**src/rtl/led_ctrl_pkg.sv**
```systemverilog
// Shared encodings and seed helpers for the LED running-light sequencer.
// Seed helpers return a wide vector; callers truncate to their LED width.
package led_ctrl_pkg;

  typedef enum logic [1:0] {
    ST_IDLE  = 2'd0,
    ST_RUN   = 2'd1,
    ST_PAUSE = 2'd2
  } state_e;

  typedef enum logic [1:0] {
    MODE_LEFT     = 2'd0,
    MODE_RIGHT    = 2'd1,
    MODE_PINGPONG = 2'd2,
    MODE_BAR      = 2'd3
  } mode_e;

  typedef enum logic {
    DIR_LEFT  = 1'b0,
    DIR_RIGHT = 1'b1
  } dir_e;

  localparam int unsigned SEED_MAX_W = 64;

  function automatic logic [SEED_MAX_W-1:0] seed_lsb();
    return SEED_MAX_W'(1);
  endfunction

  function automatic logic [SEED_MAX_W-1:0] seed_msb(input int unsigned led_w);
    return SEED_MAX_W'(1) << (led_w - 1);
  endfunction

  function automatic logic [SEED_MAX_W-1:0] mode_seed(input mode_e m, input int unsigned led_w);
    return (m == MODE_RIGHT) ? seed_msb(led_w) : seed_lsb();
  endfunction

endpackage

```
**src/rtl/button_debounce.sv**
```systemverilog
// Raw push-button to single-cycle press event: 2-FF synchronizer, stability
// counter and a registered rising-edge detector on the debounced level.
module button_debounce #(
  parameter int unsigned DEBOUNCE_CYCLES = 2000000
) (
  input  logic clk,
  input  logic rst,
  input  logic btn_raw,
  output logic pulse
);

  localparam int unsigned CW = $clog2(DEBOUNCE_CYCLES + 1);
  localparam logic [CW-1:0] CNT_LAST = CW'(DEBOUNCE_CYCLES - 1);

  logic          r_sync1;
  logic          r_sync2;
  logic [CW-1:0] r_cnt;
  logic          r_level;
  logic          r_level_d;
  logic          r_pulse;

  // r_cnt counts consecutive synchronized samples that disagree with r_level.
  always_ff @(posedge clk) begin
    if (!rst) begin
      r_sync1   <= 1'b0;
      r_sync2   <= 1'b0;
      r_cnt     <= '0;
      r_level   <= 1'b0;
      r_level_d <= 1'b0;
      r_pulse   <= 1'b0;
    end else begin
      r_sync1   <= btn_raw;
      r_sync2   <= r_sync1;
      r_level_d <= r_level;
      r_pulse   <= r_level & ~r_level_d;
      if (r_sync2 == r_level) begin
        r_cnt <= '0;
      end else if (r_cnt == CNT_LAST) begin
        r_level <= r_sync2;
        r_cnt   <= '0;
      end else begin
        r_cnt <= r_cnt + CW'(1);
      end
    end
  end

  assign pulse = r_pulse;

endmodule

```
**src/rtl/led_pattern_controller.sv**
```systemverilog
// Running-light sequencer: debounced buttons drive an IDLE/RUN/PAUSE FSM,
// a speed-scaled prescaler and one of four LED patterns.
module led_pattern_controller
  import led_ctrl_pkg::*;
#(
  parameter int unsigned STEP_CYCLES     = 100000000,
  parameter int unsigned DEBOUNCE_CYCLES = 2000000,
  parameter int unsigned LED_W           = 8
) (
  input  logic             clk,
  input  logic             rst,
  input  logic             btn_start,
  input  logic             btn_mode,
  input  logic             btn_speed,
  output logic [LED_W-1:0] led,
  output logic [1:0]       mode,
  output logic [1:0]       speed,
  output logic             running
);

  localparam int unsigned      PW       = $clog2(STEP_CYCLES + 1);
  localparam logic [PW-1:0]    STEP_P   = PW'(STEP_CYCLES);
  localparam logic [LED_W-1:0] SEED_L   = LED_W'(seed_lsb());
  localparam logic [LED_W-1:0] SEED_M   = LED_W'(seed_msb(LED_W));
  localparam logic [LED_W-1:0] ALL_ONES = '1;

  logic             w_start_ev;
  logic             w_mode_ev;
  logic             w_speed_ev;
  logic [PW-1:0]    w_period;
  logic             w_step;
  logic [LED_W-1:0] w_next_led;
  dir_e             w_next_dir;
  mode_e            w_mode_inc;

  state_e           r_state;
  mode_e            r_mode;
  logic [1:0]       r_speed;
  dir_e             r_dir;
  logic [PW-1:0]    r_presc;
  logic [LED_W-1:0] r_led;

  button_debounce #(.DEBOUNCE_CYCLES(DEBOUNCE_CYCLES)) u_db_start (
    .clk(clk), .rst(rst), .btn_raw(btn_start), .pulse(w_start_ev)
  );
  button_debounce #(.DEBOUNCE_CYCLES(DEBOUNCE_CYCLES)) u_db_mode (
    .clk(clk), .rst(rst), .btn_raw(btn_mode), .pulse(w_mode_ev)
  );
  button_debounce #(.DEBOUNCE_CYCLES(DEBOUNCE_CYCLES)) u_db_speed (
    .clk(clk), .rst(rst), .btn_raw(btn_speed), .pulse(w_speed_ev)
  );

  assign w_period   = STEP_P >> r_speed;
  assign w_step     = (r_presc >= (w_period - PW'(1)));
  assign w_mode_inc = mode_e'(r_mode + 2'd1);

  always_comb begin
    w_next_led = r_led;
    w_next_dir = r_dir;
    case (r_mode)
      MODE_LEFT:  w_next_led = (r_led == SEED_M) ? SEED_L : (r_led << 1);
      MODE_RIGHT: w_next_led = (r_led == SEED_L) ? SEED_M : (r_led >> 1);
      MODE_PINGPONG: begin
        // Direction flips on the step that lands on an end LED, so ends light once.
        if (r_dir == DIR_LEFT) begin
          w_next_led = r_led << 1;
          if (w_next_led[LED_W-1]) w_next_dir = DIR_RIGHT;
        end else begin
          w_next_led = r_led >> 1;
          if (w_next_led[0]) w_next_dir = DIR_LEFT;
        end
      end
      MODE_BAR:   w_next_led = (r_led == ALL_ONES) ? SEED_L : ((r_led << 1) | SEED_L);
      default:    w_next_led = r_led;
    endcase
  end

  // Event priority start > mode > speed; a step only happens on an event-free edge.
  always_ff @(posedge clk) begin
    if (!rst) begin
      r_state <= ST_IDLE;
      r_mode  <= MODE_LEFT;
      r_speed <= 2'd0;
      r_dir   <= DIR_LEFT;
      r_presc <= '0;
      r_led   <= '0;
    end else if (w_start_ev) begin
      case (r_state)
        ST_IDLE: begin
          r_led   <= LED_W'(mode_seed(r_mode, LED_W));
          r_presc <= '0;
          r_dir   <= DIR_LEFT;
          r_state <= ST_RUN;
        end
        ST_RUN:   r_state <= ST_PAUSE;
        ST_PAUSE: r_state <= ST_RUN;
        default:  r_state <= ST_IDLE;
      endcase
    end else if (w_mode_ev) begin
      r_mode <= w_mode_inc;
      if (r_state != ST_IDLE) begin
        r_led   <= LED_W'(mode_seed(w_mode_inc, LED_W));
        r_presc <= '0;
        r_dir   <= DIR_LEFT;
      end
    end else if (w_speed_ev) begin
      r_speed <= r_speed + 2'd1;
      r_presc <= '0;
    end else if (r_state == ST_RUN) begin
      if (w_step) begin
        r_led   <= w_next_led;
        r_dir   <= w_next_dir;
        r_presc <= '0;
      end else begin
        r_presc <= r_presc + PW'(1);
      end
    end
  end

  assign led     = r_led;
  assign mode    = r_mode;
  assign speed   = r_speed;
  assign running = (r_state == ST_RUN);

endmodule

```
**config.mk**
```make
export PLATFORM = sky130hd
export DESIGN_NAME = led_pattern_controller
export DESIGN_NICKNAME = d
export VERILOG_FILES = /design/src/rtl/led_ctrl_pkg.sv /design/src/rtl/button_debounce.sv /design/src/rtl/led_pattern_controller.sv
export SDC_FILE = /design/constraint.sdc
export NUM_CORES = 1
export LEC_CHECK = 0
export CORE_UTILIZATION = 61
export CTS_CLUSTER_DIAMETER = 100
export DETAILED_ROUTE_END_ITERATION = 12
export PLACE_DENSITY = 0.79
export SLEW_MARGIN = 20
export SYNTH_ARGS = -nofsm -noshare
export SYNTH_HDL_FRONTEND = slang
export SYNTH_SLANG_ARGS = --single-unit
```
**constraint.sdc**
```tcl
create_clock -name clk -period 3.9 [get_ports clk]
set_input_delay 0.39 -clock clk [delete_from_list [all_inputs] [get_ports clk]]
set_output_delay 0.39 -clock clk [all_outputs]
set_load 0.01 [all_outputs]
```
==> impl_metrics.py, run 1 <==
metrics = {
    "setup_path": {
        "critPathCapture": "r_presc[7]$_SDFFE_PN0P_",
        "cp-start-kind": "flop",
        "crit_path_end_kind": "flop",
        "required_ps": 4330,
        "cp_max_fo": 12,
        "crit-reg2reg-capture": "r_presc[7]$_SDFFE_PN0P_",
        "r2r-start": "speed[0]$_SDFFE_PN0P_",
        "path_class": "flop to flop",
        "crit_start": "speed[0]$_SDFFE_PN0P_",
        "r2r_slack_ps": 330,
        "worstPathArrival_ps": 4000,
        "r2r_cells": 12,
    },
    "finish": {
        "syn_to_final_growth_pct": 15.14,
        "utilization_pct": 73.25,
        "fin_nets": 742,
        "n_antenna_cell": 0,
        "drive_gt1_share_pct": 7.003,
    },
    "yosys": {
        "synthTopCellsByArea": "dfxtp_1 (40%), xor2_1 (7.7%), ha_1 (7.6%)",
        "syn_avg_cell_area_sq_um": 8.753,
        "yosys_warnings": 0,
        "ys_seq_area_share_pct": 40.48,
        "synth_seq_cells": 120,
        "async_flop_share_pct": 0,
        "synth_ff_type": "dfxtp_1",
        "synth_edf_count": 0,
        "syn_area_sq_um": 5934,
        "yosysTopAreaCell": "dfxtp_1",
        "syn-instance-count": 678,
        "synth_top_area_share_pct": 40.48,
        "ys_types": 64,
    },
    "clock_network": {
        "clkTransAtPathRegs_ps": 60,
        "clk_latency_ps": 520,
        "tritoncts": "built",
        "cts.hold.buffers_added": 0,
        "cts_sinks": 120,
        "h-tree-depth": 4,
        "clockBufferDepth": 2,
        "cts_root_buf": "clkbuf_8",
        "cts_resized": 0,
        "cts_made_buffers": 17,
        "cts_setup_buffers": 0,
    },
    "power": {
        "totalPowerFinal_uw": 2873,
        "ir_worst_vdd_uv": 365.8,
        "p_switching_uw": 621.0,
        "p_leak_uw": 0.002490,
        "switching_share_pct": 21.62,
        "seqPwrFrac_pct": 43.0,
        "internal-power_uw": 2252,
        "p_clk_share_pct": 55.8,
        "power_density_nw_per_um2": 420.4,
        "p_comb_share_pct": 1.2,
    },
    "sta": {
        "max_clock_freq_mhz": 280.1,
        "fin_crit_sh_pct": 91.55,
        "setup_viol": 0,
        "period_needed_ps": 3570,
        "timing_max_transition_violations_final": 0,
        "rsz0062_at_grt": "false",
        "skew_ps": 7.172,
        "hold_viol": 0,
        "fin_tns_setup_ps": 0,
        "relSlewSlack_pct": 39.32,
        "worst_slew_pin_slew_ps": 907.4,
    },
    "floorplanning": {
        "rows": 35,
        "start_util_pct": 63.62,
        "chipHeight_um": 100.6,
        "dieArea_sq_um": 10130,
        "die_width_um": 100.6,
        "io-pin-count": 18,
        "core_area_sq_um": 9328,
    },
    "hold_path": {
        "worstHoldPathCells": 1,
        "hp-class": "flop to flop",
    },
    "placed_design": {
        "post-dp-hpwl_um": 8059,
        "port_buffers": 17,
        "routabilityCongestion": 0.8850,
    },
    "global_routing": {
        "antenna_found_initial": 0,
        "grt_pass1_wl_um": 20580,
        "grt_usage_pct": 25.62,
        "grt_overflow_total": 0,
        "grt_max_degree": 25,
        "grt_pass1_vias": 4619,
    },
    "detailed_routing": {
        "drtIter0Drc": 235,
        "vias_per_cell": 5.597,
        "antenna_left": 0,
        "wl_um": 11850,
        "routedWlPerCell_um": 14.06,
        "num_vias": 4718,
        "drc": 0,
        "first_pass_iters": 5,
    },
    "flow_run": {
        "drv_cap": 0,
    },
    "run_status": {
        "status": "complete, no violations",
    },
}
[cells in the mapped netlist (all sizes together), types with 4 or more instances]
library cell / number
a21oi: 11
a22o: 6
and2: 16
and3: 15
and4: 8
buf: 7
clkbuf: 11
dfxtp: 120
ha: 36
inv: 23
mux2i: 13
nand2: 66
nand3: 35
nand3b: 4
nand4: 19
nor2: 112
nor2b: 11
nor3: 8
nor4: 5
nor4b: 8
o21ai: 13
or3: 8
xnor2: 29
xor2: 52
[logic make-up (layout without fill, tap and decap cells)]
group                    count (synthesis)  in the layout  share of synthesized area (%)
buffers and inverters                   41             76                          2.825
adder cells (fa/ha/maj)                 36             36                          7.590
AO/OA/AOI/OAI                           58             58                          7.042
AND/OR/NAND/NOR                        328            328                          27.85
other                                    1              2                        0.06319
multiplexers                            13             13                          2.193
XOR/XNOR                                81             81                          11.95
flip-flops                             120            120                          40.48
[registers in the layout (all words and copies together), names as in the netlist, 2 cells and up]
register	cells
led	8
mode	2
r_presc	27
r_state	2
speed	2
u_db_mode.r_cnt	21
u_db_speed.r_cnt	21
u_db_start.r_cnt	21
[final cells by class]
type | instances | area, sq um
multi-input cells | 518 | 3368
fillers | 697 | 2495
flip-flops and latches | 120 | 2402
clock buffers | 18 | 427.9
repair buffers | 21 | 200.2
clock inverters | 14 | 186.4
well taps | 129 | 161.4
inverters | 23 | 86.33
[critical path: stages (launching register included)]
cell and delay (ps):
dfxtp_1 460, inv_1 150, ha_1 280, inv_1 80
ha_1 230, ha_1 300, and3_1 210, a221o_1 300
and4_1 200, o2111ai_2 240, nand4b_2 340, or4_4 620
o221ai_2 70
[cell usage in the layout (no fill, tap or decap), types with 14 or more instances in the layout]
cell	instances
clkbuf_16	16
and3_1	14
and2_1	15
inv_1	23
xnor2_1	29
nor2_1	112
nand2_1	66
nand4_1	19
ha_1	36
dfxtp_1	120
xor2_1	52
nand3_1	35
clkdlybuf4s50_1	17
[power groups by stage]
| stage | clock [uW] | combinational (uW) | sequential [uW] |
|---|---|---|---|
| floorplan | 0 | 23.1 | 1260 |
| finish | 1600 | 34.4 | 1230 |
| global route | 1700 | 37.9 | 1230 |
| global placement | 0 | 32.4 | 1260 |
| detailed placement | 0 | 34.0 | 1260 |
| CTS | 1640 | 34.4 | 1230 |
[per-stage QoR]
step                cells  hold slack, ps  setup WS [ps]  cell area (sq um)
floorplan             679           367.4          807.1               5938
global placement      811           373.5          568.7               6218
detailed placement    811           374.1          389.0               6218
CTS                   843           390.3          353.9               6833
global route          843           406.5          108.4               6833
finish                843           387.9          329.6               6833
[per-layer routing]
metal,track usage (%),part of all wire [%],vias up
li1,-,-,2371
met1,31.42,46,2231
met5,0,0,-
met4,9.365,1.1,0
met3,7.559,4.5,14
met2,42.68,48,102
[worst min path at each step]
stage                                    startpoint                          end
floorplan            u_db_mode.r_level_d$_SDFF_PN0_   u_db_mode.pulse$_SDFF_PN0_
global placement     u_db_mode.r_level_d$_SDFF_PN0_   u_db_mode.pulse$_SDFF_PN0_
detailed placement  u_db_start.r_level_d$_SDFF_PN0_  u_db_start.pulse$_SDFF_PN0_
CTS                  u_db_mode.r_level_d$_SDFF_PN0_   u_db_mode.pulse$_SDFF_PN0_
global route        u_db_speed.r_level_d$_SDFF_PN0_  u_db_speed.pulse$_SDFF_PN0_
finish               u_db_mode.r_level_d$_SDFF_PN0_   u_db_mode.pulse$_SDFF_PN0_
Power figures use the tool's default switching activity.
==> inputs of run 2 (changes only) <==
--- a/config.mk
+++ b/config.mk
@@ -8,6 +8,7 @@
 export CORE_UTILIZATION = 61
 export CTS_CLUSTER_DIAMETER = 100
 export DETAILED_ROUTE_END_ITERATION = 12
+export MAX_ROUTING_LAYER = met4
 export PLACE_DENSITY = 0.79
 export SLEW_MARGIN = 20
 export SYNTH_ARGS = -nofsm -noshare
==> constraint.sdc (replaced) <==
create_clock -name clk -period 3.9 [get_ports clk]
set_input_delay 0.78 -clock clk [delete_from_list [all_inputs] [get_ports clk]]
set_output_delay 0.78 -clock clk [all_outputs]
set_load 0.01 [all_outputs]
==> run 2 against run 1 <==
Non-clock buffer count decreased by 1. Total power increased by 1.7%. Cell area about the same. Die area unchanged.
==> impl_metrics.py, run 2 (same netlist as run 1, synthesis figures left out) <==
metrics = {
    "power": {
        "ir_worst_vdd_uv": 280.6,
        "power_density_nw_per_um2": 427.2,
        "p_leak_uw": 0.002490,
    },
    "sta": {
        "rsz0062_at_grt": "false",
        "hold_viol": 0,
        "fin_crit_sh_pct": 92.43,
        "skew_ps": 6.554,
        "timing_max_transition_violations_final": 0,
        "period_needed_ps": 3605,
        "max_clock_freq_mhz": 277.4,
        "relSlewSlack_pct": 41.12,
        "hold_ws_ps": 384.3,
        "setup_viol": 0,
        "worst_slew_pin_slew_ps": 880.4,
        "fin_ws_ps": 295.1,
        "fin_tns_setup_ps": 0,
    },
    "finish": {
        "largest_reg_flops": 27,
        "stdcell_area_sq_um": 6835,
        "mostFrequentLayoutCells": "dfxtp_1 (120), nor2_1 (112), nand2_1 (66)",
        "syn_to_final_growth_pct": 15.18,
        "n_antenna_cell": 0,
        "instances_no_fill": 842,
        "drive_gt1_share_pct": 6.592,
        "fin_nets": 741,
        "top_register": "r_presc",
        "final_common_cell": "dfxtp_1",
    },
    "placed_design": {
        "dp_cells": 810,
        "post-dp-hpwl_um": 7866,
        "routabilityCongestion": 0.9316,
        "dpl_cell_area_sq_um": 6211,
        "pre_cts_slack_ps": 408.7,
        "port_buffers": 17,
    },
    "setup_path": {
        "worstPathArrival_ps": 4040,
        "crit_path_end_kind": "flop",
        "required_ps": 4330,
        "cp_max_fo": 12,
        "r2r_cells": 12,
        "cp-start-kind": "flop",
        "path_class": "flop to flop",
        "r2r_slack_ps": 300,
        "r2r-start": "speed[0]$_SDFFE_PN0P_",
        "crit-reg2reg-capture": "r_presc[7]$_SDFFE_PN0P_",
    },
    "global_routing": {
        "grt_max_degree": 27,
        "grt_overflow_total": 0,
        "grt_pass1_vias": 4578,
        "grt_pass1_wl_um": 20620,
        "antenna_found_initial": 0,
        "grt_usage_pct": 26.25,
    },
    "hold_path": {
        "hold_path_end": "u_db_speed.pulse$_SDFF_PN0_",
        "hp-class": "flop to flop",
        "min-delay-start": "u_db_speed.r_level_d$_SDFF_PN0_",
        "worstHoldPathCells": 1,
    },
    "clock_network": {
        "clkTransAtPathRegs_ps": 60,
        "cts_setup_buffers": 0,
        "cts_sinks": 120,
        "cts_made_buffers": 17,
        "h-tree-depth": 4,
        "tritoncts": "built",
        "clockBufferDepth": 2,
        "cts_resized": 0,
        "cts.hold.buffers_added": 0,
        "clk_latency_ps": 520,
        "cts_root_buf": "clkbuf_8",
    },
    "floorplanning": {
        "die_width_um": 100.6,
        "start_util_pct": 63.62,
        "rows": 35,
        "dieArea_sq_um": 10130,
        "io-pin-count": 18,
        "core_area_sq_um": 9328,
        "chipHeight_um": 100.6,
    },
    "detailed_routing": {
        "vias_per_cell": 5.670,
        "drc": 0,
        "routedWlPerCell_um": 13.85,
        "wl_um": 11660,
        "first_pass_iters": 4,
        "num_vias": 4774,
        "drtIter0Drc": 167,
        "antenna_left": 0,
    },
    "flow_run": {
        "drv_cap": 0,
    },
    "run_status": {
        "status": "complete, no violations",
    },
}
## run 2: metal layers
metal  vias up  track usage, %  routed length [um]
li1       2375               -                   -
met1      2258           31.95                5319
met2       119           42.26                5637
met3        22           6.380                 522
met4         0           9.810                 182
met5         -               -                   0
## run 2: metrics by stage
stage / power [uW] / utilization [%]
after floorplan: 1283 / -
after global placement: 1292 / 66.59
after detailed placement: 1294 / 66.59
after CTS: 2939 / 73.28
after global routing: 3001 / 73.28
final: 2920 / 73.28
## run 2: cell type report
class                           instances  area, sq um
Multi-Input combinational cell        518         3368
Sequential cell                       120         2402
Clock buffer                           20        435.4
Tap cell                              129        161.4
Inverter                               23        86.33
Clock inverter                         12        188.9
Timing Repair Buffer                   20        192.7
Fill cell                             701         2492
## run 2: how the worst max path moves through the flow
stage                                from                 endpoint  slack (ps)
floorplan           speed[0]$_SDFFE_PN0P_  r_presc[7]$_SDFFE_PN0P_         810
global placement    speed[0]$_SDFFE_PN0P_  r_presc[7]$_SDFFE_PN0P_         570
detailed placement  speed[0]$_SDFFE_PN0P_  r_presc[7]$_SDFFE_PN0P_         410
CTS                 speed[0]$_SDFFE_PN0P_  r_presc[7]$_SDFFE_PN0P_         340
global route        speed[0]$_SDFFE_PN0P_  r_presc[7]$_SDFFE_PN0P_         190
finish              speed[0]$_SDFFE_PN0P_  r_presc[7]$_SDFFE_PN0P_         300
## run 2: where the power goes
group | switching [uW] | leakage (uW) | total (uW) | internal [uW]
clock | 588 | 0.000301 | 1650 | 1070
combinational | 20.2 | 0.00122 | 32.4 | 12.2
sequential | 3.77 | 0.000968 | 1230 | 1230
total | 612 | 0.00249 | 2920 | 2310
## run 2: worst max-delay path: stages (launching register included)
cell and delay (ps):
dfxtp_1 480, inv_1 160, ha_1 280, inv_1 80
ha_1 240, ha_1 300, and3_1 210, a221o_1 300
and4_1 210, o2111ai_2 230, nand4b_2 330, or4_4 620
o221ai_2 70
==> inputs of run 3 (changes only) <==
--- a/config.mk
+++ b/config.mk
@@ -10,7 +10,7 @@
 export DETAILED_ROUTE_END_ITERATION = 12
 export MAX_ROUTING_LAYER = met4
 export PLACE_DENSITY = 0.79
-export SLEW_MARGIN = 20
+export SLEW_MARGIN = 30
 export SYNTH_ARGS = -nofsm -noshare
 export SYNTH_HDL_FRONTEND = slang
 export SYNTH_SLANG_ARGS = --single-unit
==> results of run 3 <==
The final DEF is identical to that of run 2; final timing and power are the same.
